===== src/rtl/memcpy_engine.sv =====
// memcpy_engine: copies num words src->dest inside one single-port RAM, one word per two clocks,
// choosing a descending walk for forward-overlapping ranges so memmove semantics hold.
module memcpy_engine #(
   parameter int DATA_WITH = 8,
   parameter int ADDR_WITH = 8,
   parameter int LEN_WITH  = 9,
   parameter bit MEMMOVE   = 1'b1
) (
   input  logic                 clk,
   input  logic                 rst,
   input  logic                 start_i,
   input  logic [ADDR_WITH-1:0] dest_i,
   input  logic [ADDR_WITH-1:0] src_i,
   input  logic [LEN_WITH-1:0]  num_i,
   output logic                 busy_o,
   output logic                 done_o,
   output logic                 error_o,
   output logic [ADDR_WITH-1:0] mem_addr_o,
   output logic                 mem_we_o,
   output logic                 mem_oe_o,
   output logic [DATA_WITH-1:0] mem_wdata_o,
   input  logic [DATA_WITH-1:0] mem_rdata_i
);
   typedef enum logic [2:0] {IDLE, RD, WR, FIN, ERR} state_e;
   typedef logic [LEN_WITH:0]   wide_t;
   typedef logic [LEN_WITH-1:0] len_t;
   // One bit wider than num so src+num can never wrap during the range check.
   localparam wide_t DEPTH = wide_t'(1) << ADDR_WITH;

   state_e               state_q, state_d;
   logic [ADDR_WITH-1:0] src_q, src_d, dest_q, dest_d, idx_a;
   len_t                 num_q, num_d, idx_q, idx_d;
   logic                 dir_q, dir_d, overlap, last;
   wide_t                src_end, dest_end;

   always_comb begin
      src_end  = wide_t'(src_i) + wide_t'(num_i);
      dest_end = wide_t'(dest_i) + wide_t'(num_i);
      overlap  = MEMMOVE && wide_t'(src_i) < wide_t'(dest_i) && wide_t'(dest_i) < src_end;
      last     = dir_q ? idx_q == '0 : idx_q == num_q - len_t'(1);
      idx_a    = idx_q[ADDR_WITH-1:0];
      state_d  = state_q;
      src_d    = src_q;
      dest_d   = dest_q;
      num_d    = num_q;
      idx_d    = idx_q;
      dir_d    = dir_q;
      case (state_q)
         IDLE: if (start_i) begin
            src_d   = src_i;
            dest_d  = dest_i;
            num_d   = num_i;
            dir_d   = overlap;
            idx_d   = overlap ? num_i - len_t'(1) : '0;
            state_d = (src_end > DEPTH || dest_end > DEPTH) ? ERR : (num_i == '0) ? FIN : RD;
         end
         RD: state_d = WR;
         WR: begin
            state_d = last ? FIN : RD;
            idx_d   = last ? idx_q : dir_q ? idx_q - len_t'(1) : idx_q + len_t'(1);
         end
         default: state_d = IDLE;
      endcase
   end

   assign busy_o      = state_q != IDLE;
   assign done_o      = state_q == FIN;
   assign error_o     = state_q == ERR;
   assign mem_oe_o    = state_q == RD;
   assign mem_we_o    = state_q == WR;
   assign mem_addr_o  = mem_oe_o ? src_q + idx_a : mem_we_o ? dest_q + idx_a : '0;
   assign mem_wdata_o = mem_we_o ? mem_rdata_i : '0;

   always_ff @(posedge clk) begin
      if (rst) begin
         state_q <= IDLE;
         src_q   <= '0;
         dest_q  <= '0;
         num_q   <= '0;
         idx_q   <= '0;
         dir_q   <= 1'b0;
      end else begin
         state_q <= state_d;
         src_q   <= src_d;
         dest_q  <= dest_d;
         num_q   <= num_d;
         idx_q   <= idx_d;
         dir_q   <= dir_d;
      end
   end
endmodule

===== config.mk =====
export PLATFORM = sky130hd
export DESIGN_NAME = memcpy_engine
export DESIGN_NICKNAME = d
export VERILOG_FILES = /design/src/rtl/memcpy_engine.sv
export SDC_FILE = /design/constraint.sdc
export NUM_CORES = 1
export LEC_CHECK = 0
export ABC_CLOCK_PERIOD_IN_PS = 5050
export CAP_MARGIN = 15
export CORE_MARGIN = 2
export CORE_UTILIZATION = 50
export DETAILED_ROUTE_END_ITERATION = 7
export PLACE_DENSITY = 0.8
export SYNTH_ARGS = -nofsm -noshare
export SYNTH_HDL_FRONTEND = slang
export SYNTH_SLANG_ARGS = --single-unit

===== constraint.sdc =====
create_clock -name clk -period 5.05 [get_ports clk]
set_input_delay 1.515 -clock clk [delete_from_list [all_inputs] [get_ports clk]]
set_output_delay 1.515 -clock clk [all_outputs]
set_load 0.01 [all_outputs]

==> flow_summary_export.csv <==
group,metric,value,unit
pwr,powerDensity,216,mW/mm^2
clock_network,clkTransAtPathRegs,0.08,ns
synthesis,synth-main-ff-cell,"sky130_fd_sc_hd__dfxtp_1",
clock_network,h_tree_lvl_count,2,
clock_network,tritoncts_num_sinks,38,
synthesis,ys_seq_area_share,18.6,%
clock_network,tritoncts.num_buffers,5,
clock_network,cts_setup_buffers,0,
synthesis,postSynthRegisterBits,38,
global_routing,grt_max_degree,32,
clock_network,ctsHoldBuffers,0,
worst_hold_path,path_class_of_the_lowest_slack_min_delay_path,"flip-flop to flip-flop",
timing,final_min_period_over_clock_period,93.9,%
timing,worst_slew_pin_slew,0.981,ns
global_routing,number_of_global_route_vias_before_repair,3894,
clock_network,tritoncts,"done",
final_layout,synthToLayoutAreaGrowth,19.7,%
global_routing,global_route_overflow,0,
final_layout,layout_commonest_cell,"sky130_fd_sc_hd__nand2_1",
timing,layout_setup_ws,0.309,ns
placed_design,port-buffer-count,56,
detailed_routing,met1_length,4850,um
clock_network,worstSkewPairLatency,0.30,ns
setup_path,cp_data_arrival_time,4.95,ns
timing,grt_setup_unrepaired,"no",
floorplanning,fp.dieH,94.3,um
setup_path,critical_path.slowest_cell,"sky130_fd_sc_hd__clkdlybuf4s50_1",
synthesis,ys_async_sr_fraction,0,%
detailed_routing,finalWirelength,11200,um
worst_hold_path,hold_path_cell_cnt,2,
floorplanning,full_die_area,0.00890,sq mm
run,maxCapViolCount,0,
timing,setup_viol,0,
setup_path,cp_data_required_time,5.26,ns
final_layout,finish.net_count,679,
pwr,p_leak,2.20,nW
final_layout,layout_cells_sized_above_1,5.80,%
setup_path,worstReg2RegStart,"num_q[0]",
detailed_routing,detail_route.wl_per_cell,16.2,um
global_routing,number_of_antenna_violations_at_the_first_check_in_global_routing,0,
clock_network,clockRootBuffer,"sky130_fd_sc_hd__clkbuf_8",
detailed_routing,dr_top_layer,"met4",
clock_network,largest_buffer_count_on_any_clock_path,2,
status,outcome,"completed",
timing,fmax,211,MHz
detailed_routing,antenna_violating_nets_left,0,
setup_path,slowest_stage_delay_on_critical_path,0.51,ns
detailed_routing,drt_iter0_markers,327,
setup_path,crit_start,"src_i[0]",
detailed_routing,vias,4103,
global_routing,global_routing_usage_summed_across_all_routing_layers,25.8,%
placed_design,place.detailed.hpwl,8830,um
setup_path,timing.critical_path.cells,"clkdlybuf4s50_1 -> ha_1 -> inv_1 -> fa_1 -> nor2b_1 -> o21ai_0 -> a21o_2 -> ha_1 -> a21o_1 -> a31oi_1 -> o21ai_0 -> a21o_2 -> a221oi_4 -> buf_4 -> nand3_1 -> a311oi_1",
setup_path,path_class,"primary input to flip-flop",
synthesis,synth_cells,527,
detailed_routing,remaining_drc_errors,0,
placed_design,placement.setup.worst_slack,0.0174,ns
timing,skew,0.00557,ns
floorplanning,fp-row-count,32,
synthesis,synth_fp_nets,621,
setup_path,worst-path-stages,16,
placed_design,routabilityCongestion,0.895,
pwr,vdd_ir_drop_max,113,uV
synthesis,synthDistinctLibCells,62,
floorplanning,placeableCoreArea,0.00781,sq mm
detailed_routing,via_per_inst,5.96,
worst_hold_path,worst_hold_startpoint,"dest_q[5]",
setup_path,worstPathMaxFanout,10,
synthesis,yosys_warn_count,0,
setup_path,critical_path.top_delay_family,"compound AO/OA/AOI/OAI gates",
timing,setup_tns,0,ns
floorplanning,initial_core_util,52.3,%
setup_path,critical_path_start_type,"primary input",
detailed_routing,wl_met2,5540,um
clock_network,post_cts_resized,0,
final_layout,most-common-layout-cells,"sky130_fd_sc_hd__nand2_1 (72), sky130_fd_sc_hd__clkdlybuf4s50_1 (56), sky130_fd_sc_hd__a21oi_1 (53), sky130_fd_sc_hd__ha_1 (53), sky130_fd_sc_hd__dfxtp_1 (38)",
detailed_routing,met3_wirelength,525,um
synthesis,mappedNetlistArea,0.00408,sq mm
synthesis,synth_edf_count,0,
timing,timing.max_slew.rel_slack,34.6,%
setup_path,worstSetupEndpointType,"flip-flop",
timing,finalHoldViolations,0,
timing,finalMaxSlewViolations,0,
final_layout,antenna_diode_count,0,
floorplanning,top_level_ports,57,
setup_path,timing.reg2reg.worst_path_depth,10,
synthesis,post_synth.cell_area_avg,7.74,sq um
timing,finalWorstPathRequiredPeriod,4.74,ns
detailed_routing,drt_first_pass_iters,5,
setup_path,reg2reg_slack,2.16,ns
final_layout,n_fill_cell,702,
global_routing,grt_pass1_wl,18300,um
setup_path,worst-path-buf-inv,3,
floorplanning,die_w,94.3,um
==> per-stage QoR <==
| step | area, sq um | std cells | utilization, % | hold slack (ns) | power, mW |
|---|---|---|---|---|---|
| after floorplan | 4080 | 527 | - | 0.441 | 0.666 |
| after global placement | 4770 | 680 | 61.1 | 0.450 | 0.776 |
| after detailed placement | 4770 | 680 | 61.1 | 0.453 | 0.794 |
| after CTS | 4880 | 688 | 62.5 | 0.463 | 1.05 |
| after global routing | 4880 | 688 | 62.5 | 0.486 | 1.12 |
| final | 4880 | 688 | 62.5 | 0.465 | 1.05 |
==> where the power goes <==
part / switching [mW] / internal (mW)
logic: 0.231 / 0.205
registers: 0.0380 / 0.322
clock network: 0.113 / 0.145
==> logic make-up (layout without fill, tap and decap cells) <==
kind of cell	Yosys count	count (layout)	share of synthesized area [%]
XOR/XNOR	47	47	10.1
flip-flops	38	38	18.6
adder cells (fa/ha/maj)	58	58	18.7
AND/OR/NAND/NOR	179	179	21.5
buffers and inverters	48	107	5.12
multiplexers	1	1	0.245
AO/OA/AOI/OAI	156	156	25.7
==> flip-flops by register name, indices dropped and copies added (netlist names) <==
name	flops
dest_q	8
num_q	9
dir_q	1
idx_q	9
state_q	3
src_q	8
==> layout make-up <==
cell class,count,area [sq um],share of cell area (%)
Multi-Input combinational cell,441,3110,63.7
Sequential cell,38,761,15.6
Timing Repair Buffer,70,666,13.6
Tap cell,102,128,2.61
Inverter,29,109,2.23
Clock buffer,5,68.8,1.41
Clock inverter,3,40.0,0.820
==> worst paths after layout <==
kind,endpoint
max,idx_q[3]
min,dest_q[5]
max reg2reg,idx_q[7]
min reg2reg,dest_q[5]
==> cells in the mapped netlist, drive strengths merged (5+ instances only) <==
| library cell | number | share of area (%) |
|---|---|---|
| nand2 | 73 | 6.8 |
| a21oi | 53 | 6.5 |
| ha | 53 | 16 |
| dfxtp | 38 | 19 |
| inv | 28 | 2.6 |
| nor2 | 26 | 2.4 |
| xnor2 | 25 | 5.4 |
| o21ai | 22 | 2.9 |
| xor2 | 22 | 4.7 |
| a21o | 20 | 3.8 |
| nand3 | 17 | 2.1 |
| and3 | 12 | 1.8 |
| clkbuf | 12 | 1.1 |
| nor3 | 11 | 1.3 |
| a311oi | 9 | 1.9 |
| a31oi | 8 | 1.6 |
| nor2b | 8 | 1.2 |
| o22ai | 8 | 1.2 |
| buf | 7 | 1.3 |
| nand2b | 7 | 1.3 |
| a211oi | 6 | 1.1 |
| fa | 5 | 2.5 |
| or3 | 5 | 0.77 |
==> worst register-to-register path: cells and delay by family (launching register included) <==
family                   cells  cell delay, ns
buffers and inverters        1            0.09
flip-flops                   1            0.39
AO/OA/AOI/OAI                6            1.42
adder cells (fa/ha/maj)      1            0.22
AND/OR/NAND/NOR              2            0.68
==> per-layer routing <==
layer,up-vias,global-route usage (%)
met3,21,3.11
met4,0,8.82
met1,1918,32.3
li1,2028,-
met2,136,45.7
met5,-,0
Power figures use the tool's default switching activity.
